--- src/rtl/ps2_pkg.sv ---
// Shared types and constants for the PS/2 host-to-device transmitter.
// Holds the transmitter state encoding, common keyboard command bytes and the parity helper.
package ps2_pkg;

  typedef enum logic [2:0] {
    IDLE    = 3'd0,
    INHIBIT = 3'd1,
    RTS     = 3'd2,
    SHIFT   = 3'd3,
    ACK     = 3'd4,
    RELEASE = 3'd5
  } ps2_state_e;

  localparam logic [7:0] CMD_SET_LED = 8'hED;
  localparam logic [7:0] CMD_ECHO    = 8'hEE;
  localparam logic [7:0] CMD_RESET   = 8'hFF;
  localparam logic [7:0] RSP_ACK     = 8'hFA;

  localparam logic [3:0] PARITY_SLOT = 4'd8;
  localparam logic [3:0] STOP_SLOT   = 4'd9;

  // The PS/2 frame uses odd parity over the eight data bits.
  function automatic logic odd_parity(input logic [7:0] value);
    return ~^value;
  endfunction

endpackage

--- src/rtl/ps2_sync.sv ---
// Brings the asynchronous PS/2 clock and data lines into the clk domain.
// Also flags the clock falling edge, which is the moment the device expects the host to act.
module ps2_sync (
  input  logic clk,
  input  logic rst_n,
  input  logic kb_clk,
  input  logic data,
  output logic kb_clk_sync,
  output logic data_sync,
  output logic kb_clk_fall
);

  logic [2:0] clk_sh_r;
  logic [1:0] data_sh_r;

  // Shift registers; stage 1 is the usable synchronised level, stage 2 its one-cycle-old copy.
  always_ff @(posedge clk or negedge rst_n) begin
    if (!rst_n) begin
      clk_sh_r  <= 3'b000;
      data_sh_r <= 2'b00;
    end else begin
      clk_sh_r  <= {clk_sh_r[1:0], kb_clk};
      data_sh_r <= {data_sh_r[0], data};
    end
  end

  assign kb_clk_sync = clk_sh_r[1];
  assign data_sync   = data_sh_r[1];
  assign kb_clk_fall = clk_sh_r[2] & ~clk_sh_r[1];

endmodule

--- src/rtl/ps2_host_tx.sv ---
// PS/2 host-to-device command transmitter: inhibit, request-to-send, shift 8 bits + parity + stop,
// check the device ACK, wait for bus release. All outputs come straight from registers.
module ps2_host_tx
  import ps2_pkg::*;
#(
  parameter int INHIBIT_CYCLES = 10000,
  parameter int TIMEOUT_CYCLES = 2000000
) (
  input  logic       clk,
  input  logic       rst_n,
  input  logic       kb_clk,
  input  logic       data,
  output logic       kb_clk_oe,
  output logic       data_oe,
  input  logic [7:0] tx_byte,
  input  logic       tx_valid,
  output logic       tx_ready,
  output logic       done,
  output logic       ack_err,
  output logic       timeout_err
);

  localparam int CNT_MAX = (INHIBIT_CYCLES > TIMEOUT_CYCLES) ? INHIBIT_CYCLES : TIMEOUT_CYCLES;
  localparam int CNT_W   = $clog2(CNT_MAX + 1);
  localparam logic [CNT_W-1:0] CNT_ZERO = {CNT_W{1'b0}};
  localparam logic [CNT_W-1:0] CNT_ONE  = {{(CNT_W-1){1'b0}}, 1'b1};
  localparam logic [CNT_W-1:0] INH_LAST = CNT_W'(INHIBIT_CYCLES - 1);
  localparam logic [CNT_W-1:0] INH_PRE  = CNT_W'(INHIBIT_CYCLES - 2);
  localparam logic [CNT_W-1:0] TO_LAST  = CNT_W'(TIMEOUT_CYCLES - 1);

  ps2_state_e       state_r, state_s;
  logic [CNT_W-1:0] cnt_r, cnt_s;
  logic [3:0]       bit_cnt_r, bit_cnt_s;
  logic [7:0]       byte_r, byte_s;
  logic             par_r, par_s;
  logic             nack_r, nack_s;
  logic             kb_clk_oe_r, kb_clk_oe_s;
  logic             data_oe_r, data_oe_s;
  logic             tx_ready_r;
  logic             done_r, done_s;
  logic             ack_err_r, ack_err_s;
  logic             timeout_err_r, timeout_err_s;
  logic             kb_clk_sync_s, data_sync_s, kb_clk_fall_s;
  logic             timeout_hit_s;

  ps2_sync u_sync (
    .clk         (clk),
    .rst_n       (rst_n),
    .kb_clk      (kb_clk),
    .data        (data),
    .kb_clk_sync (kb_clk_sync_s),
    .data_sync   (data_sync_s),
    .kb_clk_fall (kb_clk_fall_s)
  );

  // cnt_r times the inhibit window, then is reused as the transaction watchdog from RTS onward.
  assign timeout_hit_s = ((state_r == RTS) || (state_r == SHIFT) ||
                          (state_r == ACK) || (state_r == RELEASE)) && (cnt_r == TO_LAST);

  // Next-state and next-output decode; the watchdog overrides any bus event in the same cycle.
  always_comb begin
    state_s       = state_r;
    cnt_s         = cnt_r;
    bit_cnt_s     = bit_cnt_r;
    byte_s        = byte_r;
    par_s         = par_r;
    nack_s        = nack_r;
    kb_clk_oe_s   = 1'b0;
    data_oe_s     = data_oe_r;
    done_s        = 1'b0;
    ack_err_s     = 1'b0;
    timeout_err_s = 1'b0;
    if (timeout_hit_s) begin
      state_s       = IDLE;
      data_oe_s     = 1'b0;
      timeout_err_s = 1'b1;
    end else begin
      case (state_r)
        IDLE: begin
          data_oe_s = 1'b0;
          if (tx_valid) begin
            byte_s      = tx_byte;
            par_s       = odd_parity(tx_byte);
            cnt_s       = CNT_ZERO;
            kb_clk_oe_s = 1'b1;
            data_oe_s   = (INH_LAST == CNT_ZERO);
            state_s     = INHIBIT;
          end else begin
            state_s = IDLE;
          end
        end
        INHIBIT: begin
          if (cnt_r == INH_LAST) begin
            cnt_s     = CNT_ZERO;
            bit_cnt_s = 4'd0;
            data_oe_s = 1'b1;
            state_s   = RTS;
          end else begin
            cnt_s       = cnt_r + CNT_ONE;
            kb_clk_oe_s = 1'b1;
            data_oe_s   = (cnt_r == INH_PRE);
          end
        end
        RTS: begin
          cnt_s     = cnt_r + CNT_ONE;
          bit_cnt_s = 4'd0;
          data_oe_s = 1'b1;
          state_s   = SHIFT;
        end
        SHIFT: begin
          cnt_s = cnt_r + CNT_ONE;
          if (kb_clk_fall_s) begin
            bit_cnt_s = bit_cnt_r + 4'd1;
            case (bit_cnt_r)
              PARITY_SLOT: data_oe_s = ~par_r;
              STOP_SLOT: begin
                data_oe_s = 1'b0;
                state_s   = ACK;
              end
              default: data_oe_s = ~byte_r[bit_cnt_r[2:0]];
            endcase
          end else begin
            data_oe_s = data_oe_r;
          end
        end
        ACK: begin
          cnt_s     = cnt_r + CNT_ONE;
          data_oe_s = 1'b0;
          if (kb_clk_fall_s) begin
            nack_s  = data_sync_s;
            state_s = RELEASE;
          end else begin
            state_s = ACK;
          end
        end
        RELEASE: begin
          cnt_s     = cnt_r + CNT_ONE;
          data_oe_s = 1'b0;
          if (kb_clk_sync_s && data_sync_s) begin
            done_s    = 1'b1;
            ack_err_s = nack_r;
            state_s   = IDLE;
          end else begin
            state_s = RELEASE;
          end
        end
        default: begin
          data_oe_s = 1'b0;
          state_s   = IDLE;
        end
      endcase
    end
  end

  // State, datapath and output registers; reset releases both lines at once.
  always_ff @(posedge clk or negedge rst_n) begin
    if (!rst_n) begin
      state_r       <= IDLE;
      cnt_r         <= CNT_ZERO;
      bit_cnt_r     <= 4'd0;
      byte_r        <= 8'h00;
      par_r         <= 1'b0;
      nack_r        <= 1'b0;
      kb_clk_oe_r   <= 1'b0;
      data_oe_r     <= 1'b0;
      tx_ready_r    <= 1'b1;
      done_r        <= 1'b0;
      ack_err_r     <= 1'b0;
      timeout_err_r <= 1'b0;
    end else begin
      state_r       <= state_s;
      cnt_r         <= cnt_s;
      bit_cnt_r     <= bit_cnt_s;
      byte_r        <= byte_s;
      par_r         <= par_s;
      nack_r        <= nack_s;
      kb_clk_oe_r   <= kb_clk_oe_s;
      data_oe_r     <= data_oe_s;
      tx_ready_r    <= (state_s == IDLE);
      done_r        <= done_s;
      ack_err_r     <= ack_err_s;
      timeout_err_r <= timeout_err_s;
    end
  end

  assign kb_clk_oe   = kb_clk_oe_r;
  assign data_oe     = data_oe_r;
  assign tx_ready    = tx_ready_r;
  assign done        = done_r;
  assign ack_err     = ack_err_r;
  assign timeout_err = timeout_err_r;

endmodule
--- config.mk ---
export PLATFORM = sky130hd
export DESIGN_NAME = ps2_host_tx
export DESIGN_NICKNAME = d
export VERILOG_FILES = /design/src/rtl/ps2_pkg.sv /design/src/rtl/ps2_sync.sv /design/src/rtl/ps2_host_tx.sv
export SDC_FILE = /design/constraint.sdc
export NUM_CORES = 1
export LEC_CHECK = 0
export CAP_MARGIN = 20
export CORE_AREA = 2 2 85 87
export DETAILED_ROUTE_END_ITERATION = 16
export DIE_AREA = 0 0 87 89
export GPL_ROUTABILITY_DRIVEN = 0
export PLACE_DENSITY = 0.61
export REMOVE_ABC_BUFFERS = 1
export SYNTH_ARGS = -nofsm -noshare
export SYNTH_HDL_FRONTEND = slang
export SYNTH_SLANG_ARGS = --single-unit
--- constraint.sdc ---
create_clock -name clk -period 3.6 [get_ports clk]
set_clock_uncertainty 0.15 [all_clocks]
set_input_delay 1.08 -clock clk [delete_from_list [all_inputs] [get_ports clk]]
set_output_delay 1.08 -clock clk [all_outputs]
set_load 0.05 [all_outputs]
; ---- After elaboration in Yosys (flattened, before gate mapping)
; Cells that the tools add are included.
[totals]
regBits = 49
in_bits = 13
output_inout_bits = 6
[op_classes]
add_sub_neg = 2
n_lt_le_gt_ge = 1
eq_ne = 14
muxes = 32
bitwise_logic = 5
reduce_logical = 15
[ops]
columns = operator, n
row1 = $pmux W21 S3, 1
row2 = $eq A21 B14 Y1 const B, 2
row3 = $mux W21, 2
row4 = $add A21 B1 Y21 const B, 1
row5 = $eq A21 B21 Y1 const B, 1
row6 = $pmux W3 S6, 1
row7 = $mux W1, 16
row8 = $mux W3, 5
row9 = $pmux W4 S3, 1
row10 = $reduce_and A3 Y1, 3
row11 = $eq A4 B4 Y1 const B, 2
row12 = $mux W4, 2
row13 = $reduce_xnor A8 Y1, 1
row14 = $eq A3 B2 Y1 const B, 2
row15 = $eq A3 B3 Y1 const B, 2
row16 = $logic_not A3 Y1, 2
row17 = $ne A2 B2 Y1 const B, 3
row18 = $reduce_bool A3 Y1, 2
row19 = $add A4 B1 Y4 const B, 1
row20 = $lt A3 B4 Y1 const B, 1
row21 = $not A1 Y1, 4
row22 = $pmux W1 S2, 2
row23 = $reduce_and A4 Y1, 1
row24 = $reduce_or A4 Y1, 1
row25 = other kinds (7), 10

; ---- Depth between registers and ports, before layout
; Gate-level depths: netlist of the first run.
[logic_depth]
ltp_word = 7
mapped_depth = 9
ltp_nobuf = 7

; ---- By module
; From an unflattened synthesis of the first run, not the netlist that was laid out.
[unflattened]
hier_cells = 309
hier_area_um2 = 3031.7
[by_module_without_submodules]
columns = module, instances, cells_per_inst, area_each_um2
row1 = ps2_host_tx, 1, 303, 2892.8
row2 = ps2_sync, 1, 6, 138.9

; ---- Worst setup path before layout of the first run
; No wires, ideal clock.
[synth_path]
path_kind = input to register
start = in tx_valid
end = reg byte_r[0]
arrival_time_ns = 2.102
required_ns = 3.325
slack_ns = 1.223
cell_stages = 3
n_path_buf = 1
cell_sequence = nor4b_1 -> clkbuf_1 -> mux2_2
[synth_via]
elab_chain_len = 1
[synth_rtl]
columns = element, line_no
row1 = start: declaration, ps2_host_tx.sv:16  ; input logic tx_valid,
row2 = $reduce_and A3 Y1 (no source line), --
row3 = end signal: assignment, ps2_host_tx.sv:174  ; byte_r <= byte_s;
row4 = end: declaration, ps2_host_tx.sv:34  ; logic [7:0] byte_r, byte_s;
; No other way between the ends.
; A chain may end at the register's enable or synchronous reset.

; ---- Final worst setup path of the first run
[layout_path]
start = reg tx_ready_r (netlist: tx_ready)
end = out tx_ready
[layout_rtl]
columns = element, line_no
row1 = start: declaration, ps2_host_tx.sv:39  ; logic tx_ready_r;
row2 = start signal: assignment, ps2_host_tx.sv:179  ; tx_ready_r <= (state_s == IDLE);
row3 = end: declaration, ps2_host_tx.sv:17  ; output logic tx_ready,
; No word-level cell between the ends.

==> results.toml, run 1 <==
[setup_path]
crit_required_ps = 2370
r2r_setup_slack_ps = 900
crit_path_start_kind = "register"
end_kind = "output pin"
timing.critical_path.buf_inv = 1
slowest_stage = "clkdlybuf4s50_1"
reg2regPathDepth = 7
cp_cell_sequence = "clkdlybuf4s50_1"
critPathArrivalTime_ps = 1610
reg2reg_to = "cnt_r[5]"
worstSetupPathType = "register to output pin"
slowest_delay_ps = 780
r2r_start = "cnt_r[0]"
critical_path.top_delay_family = "buffers and inverters"
crit_fanout = 1

[power]
ir_worst_vdd_mv = 0.140
p_leak_nw = 1.22
p_per_area_nw_per_um2 = 316

[detailed_routing]
postRouteAntennaNets = 0
drtPass1Iterations = 4
post_drt_via_cell_ratio = 5.53
num_vias = 1992
wl_per_cell_um = 14.7
drc = 0
drt_iter0_drc = 137
routed_wl_mm = 5.28

[yosys]
synthMuxAreaShare_pct = 6.37
yosys.area_share.simple_pct = 24.7
yosysWarnings = 0
ys.flop_type = "dfrtp_1"
synth_cells = 261
synth_top_area_share_pct = 45.7
synthTopCellsByCount = "dfrtp_1, nand2_1, a21oi_1, o21ai_0, or3_1"
synth_top_family_by_area = "simple AND/OR/NAND/NOR gates"
syn-cell-area_um2 = 2630
synth_xor_area_share_pct = 2.33
async_flop_share_pct = 100
synth.most_common_cell = "dfrtp_1"
ys_seq_area_share_pct = 46.7
syn_area_per_cell_um2 = 10.1
synth_edf_count = 0
synth_area_leaders = "dfrtp_1, mux2_2, a21oi_1"
synthDistinctLibCells = 53
synthAdderAreaFrac_pct = 2.76
ys_seq_elements = 49
synth_area_leader_cell = "dfrtp_1"
synth_compound_area_share_pct = 13.8

[clock_network]
ctsRootBufferMaster = "clkbuf_8"
clk_latency_ps = 300
cts.repair.resized = 0
clk_pin_slew_ps = 90
clock_path_buffers = 2
clock_sinks = 49
cts_made_buffers = 5
cts_setup_buffers = 0
ctsHoldBuffers = 0
cts_max_level = 2
cts_tree = "done"

[hold_path]
hp-class = "register to register"
holdPathEnd = "u_sync.data_sh_r[1]"
hold_start = "u_sync.data_sh_r[0]"
min_path_cells = 0

[grt]
grt_pass1_vias = 1901
grt_antenna_before_repair = 0
grt_pass1_wl_mm = 9.32
grt_max_degree = 41
grt-ovfl-total = 0
gr-usage-all-layers_pct = 15.1

[floorplanning]
core_area_um2 = 6720
initial_core_util_pct = 39.1
die_w_um = 87
dieArea_um2 = 7740
die_h_um = 89
row_count = 30
io_pins = 19

[timing]
max_freq_mhz = 352
worst_pin_slew_ps = 815
hold_viol_final = 0
min_period_ps = 2840
finalMaxSlewViolations = 0
setup_violations = 0
relSlewSlack_pct = 45.6
whs_ps = 204
tns_ps = 0
fin_crit_sh_pct = 78.9
rsz0062_at_grt = "no"

[cells_and_area]
area_growth_pct = 12.7
seq_area_um2 = 1230
drive_gt1_share_pct = 11.8
finalNonFillerCells = 360
final_nets = 297
antenna_cells = 0
multi_input_area_um2 = 1320
fillCellCount = 634

[job]
cap_violations = 0

[status]
status = "completed"

[place]
dp_cells = 352
io_buffer_count = 18
place_hpwl_mm = 3.78
-- stage by stage --
stage / cell area, um2 / util, % / setup WS (ps) / power, mW
floorplan: 2570 / - / 196 / 0.598
global placement: 2880 / 42.8 / 628 / 0.629
detailed placement: 2880 / 42.8 / 589 / 0.629
CTS: 2960 / 44.1 / 751 / 0.948
global route: 2960 / 44.1 / 594 / 0.980
finish: 2960 / 44.1 / 761 / 0.935
-- state kept, by name, summed over array words and instances (netlist names) --
signal,cells
cnt_r,21
byte_r,8
bit_cnt_r,4
state_r,3
u_sync.clk_sh_r,3
u_sync.data_sh_r,2
ack_err,1
data_oe,1
done,1
kb_clk_oe,1
nack_r,1
par_r,1
timeout_err,1
tx_ready,1
-- power breakdown --
| part | internal [mW] | total (mW) | switching, mW |
|---|---|---|---|
| clock | 0.137 | 0.319 | 0.182 |
| sequential | 0.560 | 0.565 | 0.00500 |
| combinational | 0.0288 | 0.0518 | 0.0230 |
| total | 0.726 | 0.935 | 0.210 |
-- cell type report --
type,instances,area share (%)
Clock buffer,6,2.45
Sequential cell,49,41.4
Clock inverter,2,0.507
Tap cell,80,3.38
Multi-Input combinational cell,194,44.6
Inverter,8,1.01
Timing Repair Buffer,21,6.67
-- worst max path at each step --
| stage | to | depth (start not counted) | startpoint | slack (ps) |
|---|---|---|---|---|
| final | tx_ready | 1 | tx_ready | 760 |
| after global routing | cnt_r[15] | 7 | cnt_r[0] | 590 |
| after CTS | tx_ready | 1 | tx_ready | 750 |
| after detailed placement | cnt_r[20] | 6 | tx_valid | 590 |
| after global placement | cnt_r[11] | 5 | tx_valid | 630 |
| after floorplan | cnt_r[17] | 4 | tx_valid | 200 |
-- metal layers --
metal  vias up  share of wire, %  global-route usage, %
li1        999                 -                      -
met1       956                50                   21.8
met2        33                45                   22.8
met3         4               2.8                   2.86
met4         0               1.3                   4.83
met5         -                 0                      0
-- kinds of logic after synthesis --
group | after synthesis
buffers and inverters | 18
muxes | 13
DFF | 49
xor gates and xnor gates | 7
adders and majority gates | 6
and+or+nand+nor | 110
AOI/OAI and AO/OA | 58
-- cells in the final DEF, fill, tap and decap left out, drive strengths merged, types with 2 or more instances in the layout --
cell	count
dfrtp	48
nand2	25
a21oi	19
o21ai	19
clkdlybuf4s50	17
or3	12
nand3	12
nor2	12
mux2	10
inv	8
o31ai	7
xnor2	7
nor3	6
or4	6
clkbuf	6
nor2b	5
nand2b	5
ha	5
nand4	5
buf	4
and3	3
o211ai	3
or2	3
nor4	3
nor4b	3
and2	3
or4b	2
mux4	2
clkinvlp	2
nand4b	2
a22oi	2
No activity file was read; power rests on OpenSTA's default activity.
==> run 2: changes to the inputs <==
Clock period 3.6 ns to 3 ns, I/O delays scaled along.
==> results.toml, run 2 (synthesis gave the netlist of run 1 again) <==
[status]
status = "completed"

[hold_path]
hp-class = "register to register"

[detailed_routing]
wl_per_cell_um = 15.0
post_drt_via_cell_ratio = 5.51
drt_iter0_drc = 79
num_vias = 1995
postRouteAntennaNets = 0
routed_wl_mm = 5.41
drtPass1Iterations = 4
drc = 0

[grt]
met1_usage_pct = 21.5
grt_max_degree = 41
busiest_layer = "met2"
grt_pass1_vias = 1969
grt-ovfl-total = 0
use_met2_pct = 24.5
use_met3_pct = 2.77
grt_antenna_before_repair = 0
gr-usage-all-layers_pct = 15.4
grt_pass1_wl_mm = 9.43

[clock_network]
cts_made_buffers = 5
clock_sinks = 49
cts_setup_buffers = 0
clk_pin_slew_ps = 90
ctsRootBufferMaster = "clkbuf_8"
cts_max_level = 2
cts_tree = "done"
clk_latency_ps = 300
clock_path_buffers = 2

[timing]
worst_pin_slew_ps = 830
setup_violations = 0
hold_viol_final = 0
fin_crit_sh_pct = 88.7
finalMaxSlewViolations = 0
rsz0062_at_grt = "no"
tns_ps = 0
worst_slack_ps = 338
max_freq_mhz = 376
whs_ps = 205
min_period_ps = 2660
relSlewSlack_pct = 44.7

[cells_and_area]
final_nets = 299
largest_reg_flops = 21
largest_registers = "cnt_r x21, byte_r x8, bit_cnt_r x4"
fillCellCount = 636
layout_common_cells = "dfrtp_1, nand2_1, a21oi_1"
final_common_cell = "dfrtp_1"
finalNonFillerCells = 362
antenna_cells = 0
largest_register = "cnt_r"
final_area_um2 = 3000
fin_util_pct = 44.7
drive_gt1_share_pct = 12.4
area_growth_pct = 14.1

[setup_path]
worstSetupPathType = "register to register"
r2r_start = "cnt_r[0]"
end_kind = "register"
r2r_setup_slack_ps = 340
reg2reg_to = "cnt_r[20]"
reg2regPathDepth = 7
crit_path_start_kind = "register"
endpoint = "cnt_r[20]"
critPathArrivalTime_ps = 2740
crit_required_ps = 3080
critPathLaunch = "cnt_r[0]"
crit_fanout = 40

[job]
cap_violations = 0

[power]
p_per_area_nw_per_um2 = 404
power_mw = 1.21
ir_worst_vdd_mv = 0.182
pwr-share-clk_pct = 38.8
power_frac_comb_pct = 5.3
p_leak_nw = 1.24
p_sw_uw = 254
p_seq_share_pct = 55.9
switching_share_pct = 20.9
intPower_uw = 958

[floorplanning]
die_w_um = 87
row_count = 30
die_h_um = 89
core_area_um2 = 6720
initial_core_util_pct = 39.1
dieArea_um2 = 7740
io_pins = 19

[place]
placed_area_um2 = 2890
dp_cells = 354
dpl_worst_slack_ps = 151
io_buffer_count = 18
place_hpwl_mm = 4.03
run 2: final cells by class:
cell class | count | area (um2) | area share (%)
Tap cell | 80 | 100 | 3.33
Clock buffer | 6 | 72.6 | 2.42
Inverter | 8 | 30.0 | 1.00
Multi-Input combinational cell | 194 | 1320 | 44.0
Clock inverter | 2 | 38.8 | 1.29
Sequential cell | 49 | 1230 | 40.9
Timing Repair Buffer | 23 | 213 | 7.09
run 2: power groups by stage:
| stage | Combinational (mW) | Sequential, mW | Clock, mW |
|---|---|---|---|
| after global placement | 0.0647 | 0.690 | 0 |
| after CTS | 0.0658 | 0.677 | 0.485 |
| after global routing | 0.0725 | 0.679 | 0.515 |
| after detailed placement | 0.0658 | 0.690 | 0 |
| final | 0.0639 | 0.677 | 0.470 |
| after floorplan | 0.0291 | 0.689 | 0 |
run 2: how the worst min path moves through the flow:
| stage | start | endpoint | slack, ps | cells after the start |
|---|---|---|---|---|
| final | u_sync.data_sh_r[0] | u_sync.data_sh_r[1] | 210 | 0 |
| after global routing | u_sync.data_sh_r[0] | u_sync.data_sh_r[1] | 220 | 0 |
| after CTS | u_sync.data_sh_r[0] | u_sync.data_sh_r[1] | 210 | 0 |
| after detailed placement | u_sync.data_sh_r[0] | u_sync.data_sh_r[1] | 190 | 0 |
| after global placement | u_sync.data_sh_r[0] | u_sync.data_sh_r[1] | 180 | 0 |
| after floorplan | u_sync.clk_sh_r[0] | u_sync.clk_sh_r[1] | 180 | 0 |
run 2: worst max-delay path: stages, from the launching register on:
cell	delay (ps)
dfrtp_1	430
ha_1	240
nand3_2	190
nor2_4	260
nand4b_4	210
a22oi_4	740
o21ai_0	210
a21oi_1	160
run 2: routing by layer:
metal / part of all wire [%] / vias to the layer above
li1: - / 1004
met1: 49 / 953
met2: 46 / 33
met3: 3.3 / 5
met4: 1.5 / 0
met5: 0 / -
run 2: what timing repair did:
item | CTS | global route
setup endpoints to repair | 0 | 2
resized for setup | 0 | 0
hold buffers | 0 | 0
